===== src/rtl/cu_sequencer_pkg.sv =====
// Shared types for the control-unit sequencer: state and trap-cause encodings,
// opcode constants and the legal-opcode check also used by the opcode decoder.
package cu_sequencer_pkg;

    typedef enum logic [2:0] {
        StReset     = 3'd0,
        StFetch     = 3'd1,
        StDecode    = 3'd2,
        StExec      = 3'd3,
        StMem       = 3'd4,
        StWriteback = 3'd5,
        StTrap      = 3'd6
    } cu_state_t;

    typedef enum logic [1:0] {
        CauseNone        = 2'd0,
        CauseIllegal     = 2'd1,
        CauseIbusTimeout = 2'd2,
        CauseDbusTimeout = 2'd3
    } trap_cause_t;

    localparam logic [6:0] OP_ALU    = 7'b0110011;
    localparam logic [6:0] OP_ALUI   = 7'b0010011;
    localparam logic [6:0] OP_LOAD   = 7'b0000011;
    localparam logic [6:0] OP_STORE  = 7'b0100011;
    localparam logic [6:0] OP_BRANCH = 7'b1100011;
    localparam logic [6:0] OP_JAL    = 7'b1101111;
    localparam logic [6:0] OP_JALR   = 7'b1100111;
    localparam logic [6:0] OP_LUI    = 7'b0110111;
    localparam logic [6:0] OP_AUIPC  = 7'b0010111;

    function automatic logic is_legal_opcode(input logic [6:0] op);
        logic legal;
        case (op)
            OP_ALU, OP_ALUI, OP_LOAD, OP_STORE, OP_BRANCH,
            OP_JAL, OP_JALR, OP_LUI, OP_AUIPC: legal = 1'b1;
            default:                           legal = 1'b0;
        endcase
        return legal;
    endfunction

endpackage


===== src/rtl/cu_sequencer_wait_timer.sv =====
// Bus wait-cycle counter shared by FETCH and MEM; expired flags the last
// permitted wait cycle. TIMEOUT_CYCLES of 0 disables expiry.
module cu_wait_timer #(
    parameter int unsigned TIMEOUT_CYCLES = 16
) (
    input  logic clk,
    input  logic rst,
    input  logic clear,
    input  logic count_en,
    output logic expired
);

    localparam int unsigned WAIT_W = (TIMEOUT_CYCLES > 0) ? $clog2(TIMEOUT_CYCLES + 1) : 1;
    localparam logic [WAIT_W-1:0] LAST =
        (TIMEOUT_CYCLES > 0) ? WAIT_W'(TIMEOUT_CYCLES - 1) : '0;

    logic [WAIT_W-1:0] count_d, count_q;

    // Saturate at LAST so a disabled or abandoned count never wraps.
    always_comb begin
        count_d = count_q;
        if (clear) begin
            count_d = '0;
        end else if (count_en && (count_q != LAST)) begin
            count_d = count_q + WAIT_W'(1);
        end
    end

    always_ff @(posedge clk or negedge rst) begin
        if (!rst) begin
            count_q <= '0;
        end else begin
            count_q <= count_d;
        end
    end

    assign expired = (TIMEOUT_CYCLES != 0) && (count_q == LAST);

endmodule


===== src/rtl/cu_sequencer.sv =====
// Multi-cycle instruction sequencer: fetch/decode/exec/mem/writeback over req/ack
// buses with timeout and illegal-opcode traps. CU_PERF_COUNTERS_EN adds perf counters.
module cu_sequencer
    import cu_sequencer_pkg::*;
#(
    parameter int unsigned TIMEOUT_CYCLES = 16
) (
    input  logic        clk,
    input  logic        rst,
    input  logic [6:0]  opcode,
    input  logic        stall,
    output logic        ibus_req,
    input  logic        ibus_ack,
    output logic        dbus_req,
    output logic        dbus_we,
    input  logic        dbus_ack,
    input  logic        trap_ack,
    output logic        load_ir,
    output logic        en_pc_counter,
    output logic        write_back_stage,
    output logic        trap,
    output logic [1:0]  trap_cause,
    output logic [2:0]  state
`ifdef CU_PERF_COUNTERS_EN
    ,
    output logic [31:0] cycle_cnt,
    output logic [31:0] instret_cnt
`endif
);

    cu_state_t   state_d, state_q;
    trap_cause_t cause_d, cause_q;
    logic        wait_clear, wait_count_en, wait_expired;

    cu_wait_timer #(
        .TIMEOUT_CYCLES(TIMEOUT_CYCLES)
    ) u_wait_timer (
        .clk     (clk),
        .rst     (rst),
        .clear   (wait_clear),
        .count_en(wait_count_en),
        .expired (wait_expired)
    );

    always_ff @(posedge clk or negedge rst) begin
        if (!rst) begin
            state_q <= StReset;
            cause_q <= CauseNone;
        end else begin
            state_q <= state_d;
            cause_q <= cause_d;
        end
    end

    // Next state; an ack in the expiring cycle wins over the timeout.
    always_comb begin
        state_d = state_q;
        cause_d = cause_q;
        unique case (state_q)
            StReset: state_d = StFetch;
            StFetch: begin
                if (ibus_ack) begin
                    state_d = StDecode;
                end else if (wait_expired) begin
                    state_d = StTrap;
                    cause_d = CauseIbusTimeout;
                end
            end
            StDecode: begin
                if (!stall) begin
                    if (is_legal_opcode(opcode)) begin
                        state_d = StExec;
                    end else begin
                        state_d = StTrap;
                        cause_d = CauseIllegal;
                    end
                end
            end
            StExec: begin
                if (!stall) begin
                    case (opcode)
                        OP_LOAD, OP_STORE: state_d = StMem;
                        OP_BRANCH:         state_d = StFetch;
                        default:           state_d = StWriteback;
                    endcase
                end
            end
            StMem: begin
                if (dbus_ack) begin
                    state_d = (opcode == OP_STORE) ? StFetch : StWriteback;
                end else if (wait_expired) begin
                    state_d = StTrap;
                    cause_d = CauseDbusTimeout;
                end
            end
            StWriteback: begin
                if (!stall) begin
                    state_d = StFetch;
                end
            end
            StTrap: begin
                if (trap_ack) begin
                    state_d = StFetch;
                    cause_d = CauseNone;
                end
            end
            default: begin
                state_d = StReset;
                cause_d = CauseNone;
            end
        endcase
    end

    always_comb begin
        wait_clear    = (state_d != state_q) && ((state_d == StFetch) || (state_d == StMem));
        wait_count_en = ((state_q == StFetch) && !ibus_ack) || ((state_q == StMem) && !dbus_ack);
    end

    always_comb begin
        ibus_req         = (state_q == StFetch);
        load_ir          = (state_q == StFetch) && ibus_ack;
        dbus_req         = (state_q == StMem);
        dbus_we          = (state_q == StMem) && (opcode == OP_STORE);
        en_pc_counter    = (state_q == StExec) && !stall;
        write_back_stage = (state_q == StWriteback) && !stall;
        trap             = (state_q == StTrap);
        trap_cause       = cause_q;
        state            = state_q;
    end

`ifdef CU_PERF_COUNTERS_EN
    logic [31:0] cycle_cnt_d, cycle_cnt_q, instret_cnt_d, instret_cnt_q;

    // Retirement is any return to FETCH except the trap exit.
    always_comb begin
        cycle_cnt_d   = cycle_cnt_q;
        instret_cnt_d = instret_cnt_q;
        if (state_q != StReset) begin
            cycle_cnt_d = cycle_cnt_q + 32'd1;
        end
        if ((state_d == StFetch) && ((state_q == StExec) || (state_q == StMem) ||
                                     (state_q == StWriteback))) begin
            instret_cnt_d = instret_cnt_q + 32'd1;
        end
    end

    always_ff @(posedge clk or negedge rst) begin
        if (!rst) begin
            cycle_cnt_q   <= '0;
            instret_cnt_q <= '0;
        end else begin
            cycle_cnt_q   <= cycle_cnt_d;
            instret_cnt_q <= instret_cnt_d;
        end
    end

    assign cycle_cnt   = cycle_cnt_q;
    assign instret_cnt = instret_cnt_q;
`endif

endmodule


===== config.mk =====
export PLATFORM = sky130hd
export DESIGN_NAME = cu_sequencer
export DESIGN_NICKNAME = d
export VERILOG_FILES = /design/src/rtl/cu_sequencer_pkg.sv /design/src/rtl/cu_sequencer_wait_timer.sv /design/src/rtl/cu_sequencer.sv
export SDC_FILE = /design/constraint.sdc
export NUM_CORES = 1
export LEC_CHECK = 0
export BUFFER_PORTS_ARGS = -buffer_cell sky130_fd_sc_hd__buf_2
export CORE_MARGIN = 10
export CORE_UTILIZATION = 45
export CTS_BUF_LIST = sky130_fd_sc_hd__clkbuf_8 sky130_fd_sc_hd__clkbuf_16
export CTS_CLUSTER_SIZE = 28
export DETAILED_ROUTE_END_ITERATION = 10
export GPL_TIMING_DRIVEN = 0
export PLACE_DENSITY = 0.79
export SLEW_MARGIN = 5
export SYNTH_ARGS = -nofsm -noshare
export SYNTH_HDL_FRONTEND = slang
export SYNTH_SLANG_ARGS = --single-unit

===== constraint.sdc =====
create_clock -name clk -period 5.7 [get_ports clk]
set_clock_uncertainty 0.05 [all_clocks]
set_input_delay 0.57 -clock clk [delete_from_list [all_inputs] [get_ports clk]]
set_output_delay 0.57 -clock clk [all_outputs]
set_load 0.05 [all_outputs]

==> summary.md, run 1 <==
| Metric | Value |
|---|---|
| Most frequent CP cell | `buf_2` |
| Num rows | `16` |
| Placed Cells | `159` |
| Post_cts resized | `0` |
| Worst hold-check path type | `in2async` |
| First-pass GRT wire length | `4.202 mm` |
| Routability Congestion | `0.9529` |
| PD cells | `533.9 nW/um2` |
| Die area | `4336 um2` |
| Most frequent cells in the layout | `buf_2 (26), nor2_1 (10), dfrtp_1 (10)` |
| Post-Layout Cell Count | `162` |
| H-tree depth | `1` |
| I/O Buffers | `24` |
| Grt ovf | `0` |
| Tcrit/Tclk final | `0.4140` |
| Kind of critical path | `in2out` |
| Worst-Skew Late Latency | `0.23 ns` |
| FILL cells | `180` |
| CP arrival | `1.74 ns` |
| Cells after synthesis | `108` |
| Gr usage total | `0.1185` |
| WP data required | `5.08 ns` |
| RSZ-0062 raised after global routing | `false` |
| Final HPWL from detailed placement | `2.012 mm` |
| Dominant cells by area after synthesis | `dfrtp_1 (26%), a211oi_1 (5.6%), nor3b_2 (5.3%)` |
| F_max | `0.4237 GHz` |
| Share of post-route cells with drive strength above 1 | `0.3185` |
| Drt pass-1 iters | `4` |
| Post-synth top area cell | `dfrtp_1` |
| Starting Density | `0.4773` |
| Critical path's largest stage delay | `0.39 ns` |
| Final setup TNS | `0 ns` |
| Worst Setup SP | `opcode[3]` |
| R2R Path Start | `u_wait_timer.count_q[0]` |
| Max_slew headroom | `0.6667` |
| Post-Syn Area per Cell | `8.758 um2` |
| Initial antenna violation count | `0` |
| Hold bufs inserted after CTS | `0` |
| Worst vdd ir | `0.0004071 V` |
| Vias per inst | `5.698` |
| CTS tree | `built` |
| I/O pins | `25` |
| Cell variety after synth | `43` |
| Critical path capture point type | `output port` |
| Post-CTS setup buffers | `0` |
| Core area | `1982 um2` |
| Clock root buffer | `clkbuf_8` |
| Vias | `923` |
| Sequential share of the synthesized area | `0.2646` |
| CP max-delay cell | `or3_4` |
| Post-synth top area share | `0.2646` |
| Reg area | `250.2 um2` |
| Sink Count | `10` |
| Die Wd | `65.85 um` |
| Area of the multi-input gates | `644.4 um2` |
| Worst Max-Slew Pin Slew | `0.4966 ns` |
| CP Launch Type | `primary input` |
| Crit Path Max Fanout | `4` |
| Outcome | `completed` |
| Leakage | `0.0005077 uW` |
| Iter 0 DRT Violations | `58` |
| Syn nets | `123` |
| Fin nets | `152` |
| Yosys reg bits | `10` |
| Synthesized area | `945.9 um2` |
| Slew Viols, Final | `0` |
| FF-to-FF setup slack | `3.44 ns` |
| Critical path cell sequence | `buf_2 > or3_4 > nor3_2 > and2_1 > buf_2` |
| Largest net degree at the start of global routing | `11` |
| Antenna Diode Count | `0` |
| Total CTS buffers | `3` |
| Vias in the first global route | `932` |
| Die height | `65.85 um` |
| Final Setup Violations | `0` |
| Clk buf depth | `2` |
| Area grow syn2layout | `20.63%` |
| Detail Route Antenna Nets | `0` |
| Routed wire length | `2.512 mm` |
| Tmin final | `2.360 ns` |
| Drc violations | `0` |
| Max Cap Viol | `0` |
| Ys Warns | `0` |
| Clock transition at path regs | `0.05 ns` |
| Most common cell after layout, fill and taps aside | `buf_2` |
| DR WL/cell | `15.51 um` |
| Final hold vios | `0` |
[synth_stat cells (all sizes together)]
library cell and n:
o2bb2a 1, nor3 2, o22a 1, and2 3, nand2b 3, xor2 1, or3 1, a211oi 8
o311a 1, o311ai 1, nor3b 7, a2111oi 1, nand3 3, buf 5, o2bb2ai 2, or2 1
nor2 10, ha 2, o221ai 1, o21ai 4, a2111o 1, nand2 4, o211ai 3, and3 1
xnor2 2, o21bai 2, and2b 1, nor2b 5, a21oi 7, nand3b 1, o211a 2, and4b 1
and3b 2, inv 5, dfrtp 10, o31a 1, mux2i 2
[critical path: cells and delay by family]
family        cells  cell delay (ns)
buf+inv           2             0.38
simple gates      3             0.79
[kinds of logic (layout without fill, tap and decap cells)]
kind of cell / count (synthesis) / count (layout) / synth area share
compound gates: 36 / 36 / 0.2990
buf+inv: 10 / 37 / 0.05423
xor+xnor: 3 / 3 / 0.02778
mux: 2 / 2 / 0.02116
flops: 10 / 10 / 0.2646
fa+ha+maj: 2 / 2 / 0.02645
simple gates: 45 / 45 / 0.3069
[flip-flops by register name, indices dropped and copies added, names as in the netlist]
register,flops
state,3
u_wait_timer.count_q,5
trap_cause,2
[per-layer routing]
layer	vias to the layer above	wire (um)	global-route usage
met5	-	0	0
met4	0	10	0.03743
met3	2	235	0.05254
met2	27	1228	0.1884
met1	430	1038	0.1386
li1	464	-	-
[worst paths after layout]
path                                            to  cells after the start
hold / removal             u_wait_timer.count_q[4]                      1
setup / recovery                           dbus_we                      5
max in group asynchronous            trap_cause[0]                      1
hold reg to reg                      trap_cause[1]                      2
min in group clk                     trap_cause[1]                      2
setup reg to reg           u_wait_timer.count_q[0]                      8
[metrics by stage]
step	total power, uW	util	setup slack, ns	hold slack [ns]	area, um2
6_report	609.3	0.5758	3.340	0.1301	1141
5_1_grt	654.0	0.5758	3.283	0.1434	1141
4_1_cts	610.4	0.5758	3.349	0.1347	1141
3_5_place_dp	536.3	0.5549	3.346	0.3886	1100
3_3_place_gp	524.6	0.5549	3.363	0.3866	1100
2_1_floorplan	442.8	-	2.933	0.2244	945.9
[report_power, final]
group          total (uW)  switching (uW)  internal (uW)
Sequential            115            18.6           96.5
Clock                70.7            24.8           46.0
Combinational         423             281            142
Total                 609             325            285
[final cells by class]
| type | count | share of cell area |
|---|---|---|
| buffer | 5 | 0.02851 |
| multi-input combinational | 88 | 0.5647 |
| inverter | 5 | 0.01645 |
| clock buffer | 3 | 0.03618 |
| tap | 27 | 0.02961 |
| timing repair buffer | 24 | 0.1053 |
| sequential | 10 | 0.2193 |
Power figures use the tool's default switching activity.
==> inputs of run 2 (changes only) <==
- ABC_AREA: unset -> 1
- clock period: 5.7 -> 2.4 ns (I/O delays scaled with it)
==> run 2 against run 1 <==
Against the previous run: first-iteration DRC count increased by 12%; register-to-register slack got worse by 3.1 ns; combinational power increased by 120%; largest power group unchanged.
==> summary.md, run 2 <==
| Metric | Value |
|---|---|
| Most common cell after layout, fill and taps aside | `nand2_1` |
| Yosys reg bits | `10` |
| Worst-Skew Late Latency | `0.24 ns` |
| Leakage | `0.0007006 uW` |
| Post-synthesis async set-or-reset flop share | `1.000` |
| WP data required | `2.48 ns` |
| Iter 0 DRT Violations | `65` |
| Core area | `1942 um2` |
| Synthesized area | `904.6 um2` |
| Worst hold-check path type | `in2reg` |
| NetSw | `793.9 uW` |
| Vias per inst | `4.884` |
| Detail Route Antenna Nets | `0` |
| Ys Warns | `0` |
| Post-synth top area cell | `dfrtp_1` |
| Syn nets | `157` |
| Post-synthesis xor/xnor area fraction | `0.02905` |
| Max Cap Viol | `0` |
| Starting Density | `0.4659` |
| Max_slew headroom | `0.7655` |
| Post-Syn Area per Cell | `6.371 um2` |
| Antenna Diode Count | `0` |
| Outcome | `completed` |
| Main combinational cell family by area after synthesis | `simple AND/OR/NAND/NOR gates` |
| Ys flop type | `dfrtp_1` |
| Largest net degree at the start of global routing | `11` |
| Post-synthesis mux area share | `0` |
| Drc violations | `0` |
| Dominant cells by area after synthesis | `dfrtp_1 (28%), nand2_1 (15%), inv_1 (10%)` |
| Max reg flops | `5` |
| Switching part of the total | `0.5583` |
| Area grow syn2layout | `24.20%` |
| Initial antenna violation count | `0` |
| Worst vdd ir | `0.0005743 V` |
| FILL cells | `198` |
| Most numerous cell in the Yosys netlist | `nand2_1` |
| Clock root buffer | `clkbuf_8` |
| Final setup TNS | `0 ns` |
| Tmin final | `2.025 ns` |
| F_max | `0.4939 GHz` |
| Gr usage total | `0.1135` |
| First-pass GRT wire length | `4.029 mm` |
| Fin nets | `187` |
| Tcrit/Tclk final | `0.8437` |
| Die height | `64.84 um` |
| Most frequent cells in the layout | `nand2_1 (37), inv_1 (25), buf_2 (24)` |
| Comb pwr share | `0.647` |
| Place WS | `0.3676 ns` |
| Register with the most flip-flops | `u_wait_timer.count_q` |
| Routed wire length | `2.274 mm` |
| Cells after synthesis | `142` |
| Fin Hold WS | `0.2555 ns` |
| I/O pins | `25` |
| Sequential share of the synthesized area | `0.2766` |
| Total CTS buffers | `3` |
| Final hold vios | `0` |
| Clock transition at path regs | `0.05 ns` |
| Post-CTS setup buffers | `0` |
| Die area | `4204 um2` |
| Vias in the first global route | `933` |
| CTS tree | `built` |
| Routability Congestion | `0.9257` |
| CP arrival | `2.10 ns` |
| Sink Count | `10` |
| Final WS setup | `0.3752 ns` |
| Vias | `967` |
| Final Setup Violations | `0` |
| Number of enable flip-flop cells after synthesis | `0` |
| Crit Path Max Fanout | `5` |
| H-tree depth | `1` |
| Cell variety after synth | `25` |
| DR WL/cell | `11.48 um` |
| Kind of critical path | `reg2reg` |
| RSZ-0062 raised after global routing | `false` |
| P_int | `628.1 uW` |
| Post-synthesis compound-gate area fraction | `0.1024` |
| Worst Max-Slew Pin Slew | `0.3497 ns` |
| Final HPWL from detailed placement | `1.908 mm` |
| Flop pwr share | `0.205` |
| Drt pass-1 iters | `4` |
| CP Launch Type | `flip-flop` |
| Synth Area in Adders | `0.02766` |
| Clock share of power | `0.148` |
| Num rows | `16` |
| Synthesized-area fraction occupied by and/or/nand/nor cells | `0.4467` |
| Die Wd | `64.84 um` |
| Clk buf depth | `2` |
| I/O Buffers | `24` |
| Grt ovf | `0` |
| PD cells | `1266 nW/um2` |
| Slew Viols, Final | `0` |
| Share of post-route cells with drive strength above 1 | `0.2807` |
| Critical path capture point type | `flip-flop` |
| Top cells by count, synth | `nand2_1 (37), inv_1 (25), nor2_1 (17), dfrtp_1 (10), nand3_1 (9)` |
| Post-synth top area share | `0.2766` |
-- run 2: timing repair --
item | CTS | global route
hold buffers | 1 | 0
resized for setup | 0 | 0
hold endpoints to repair | 10 | 0
-- run 2: path summary, 6_finish.rpt --
check | from | end | slack, ns | cells past startpoint
min in group asynchronous | rst | trap_cause[0] | 0.34 | 2
worst max register to register | u_wait_timer.count_q[0] | u_wait_timer.count_q[0] | 0.38 | 13
max in group asynchronous | rst | u_wait_timer.count_q[4] | 1.77 | 2
worst min-delay path | trap_ack | state[0] | 0.26 | 3
worst min register to register | trap_cause[1] | trap_cause[1] | 0.44 | 2
worst max-delay path | u_wait_timer.count_q[0] | u_wait_timer.count_q[0] | 0.38 | 13
-- run 2: stage by stage --
stage                       util  power [uW]  instances  cell area [um2]
after floorplan                -        1018        142            904.6
after global placement    0.5451        1194        193             1059
after detailed placement  0.5451        1218        193             1059
after CTS                 0.5786        1434        198             1124
after global routing      0.5786        1553        198             1124
final                     0.5786        1422        198             1124
-- run 2: power groups by stage --
stage / combinational (uW) / clock, uW / sequential [uW]
floorplan: 614 / 0 / 404
finish: 920 / 210 / 292
detailed placement: 923 / 0 / 294
CTS: 927 / 216 / 292
global placement: 905 / 0 / 290
global route: 1030 / 223 / 299
-- run 2: critical path: stages (launching register included) --
cell     delay, ns
dfrtp_1       0.40
ha_1          0.22
and3_1        0.19
ha_1          0.22
inv_1         0.11
nand2_1       0.06
nand2_1       0.06
nand3_1       0.07
nor2_2        0.12
nand3_1       0.10
nand2_2       0.08
nand3_2       0.12
nand2_1       0.09
inv_1         0.04
-- run 2: layer usage --
metal  up-vias  track usage  routed length [um]
li1        506            -                   -
met1       426       0.1260                 939
met2        32       0.2007                1144
met3         3      0.03780                 174
met4         0      0.03209                  14
met5         -            0                   0
-- run 2: layout make-up --
class	instances	area, um2	area share
Clock buffer	4	55.05	0.04900
Tap cell	27	33.78	0.03007
Inverter	28	106.4	0.09465
Multi-Input combinational cell	104	548.0	0.4877
Sequential cell	10	250.2	0.2227
Timing Repair Buffer	25	130.1	0.1158
-- run 2: logic make-up (layout without fill, tap and decap cells) --
logic type / after synthesis / count (layout)
XOR/XNOR: 3 / 3
AO/OA/AOI/OAI: 14 / 14
buffers and inverters: 28 / 57
flip-flops: 10 / 10
adder cells (fa/ha/maj): 2 / 2
AND/OR/NAND/NOR: 85 / 85
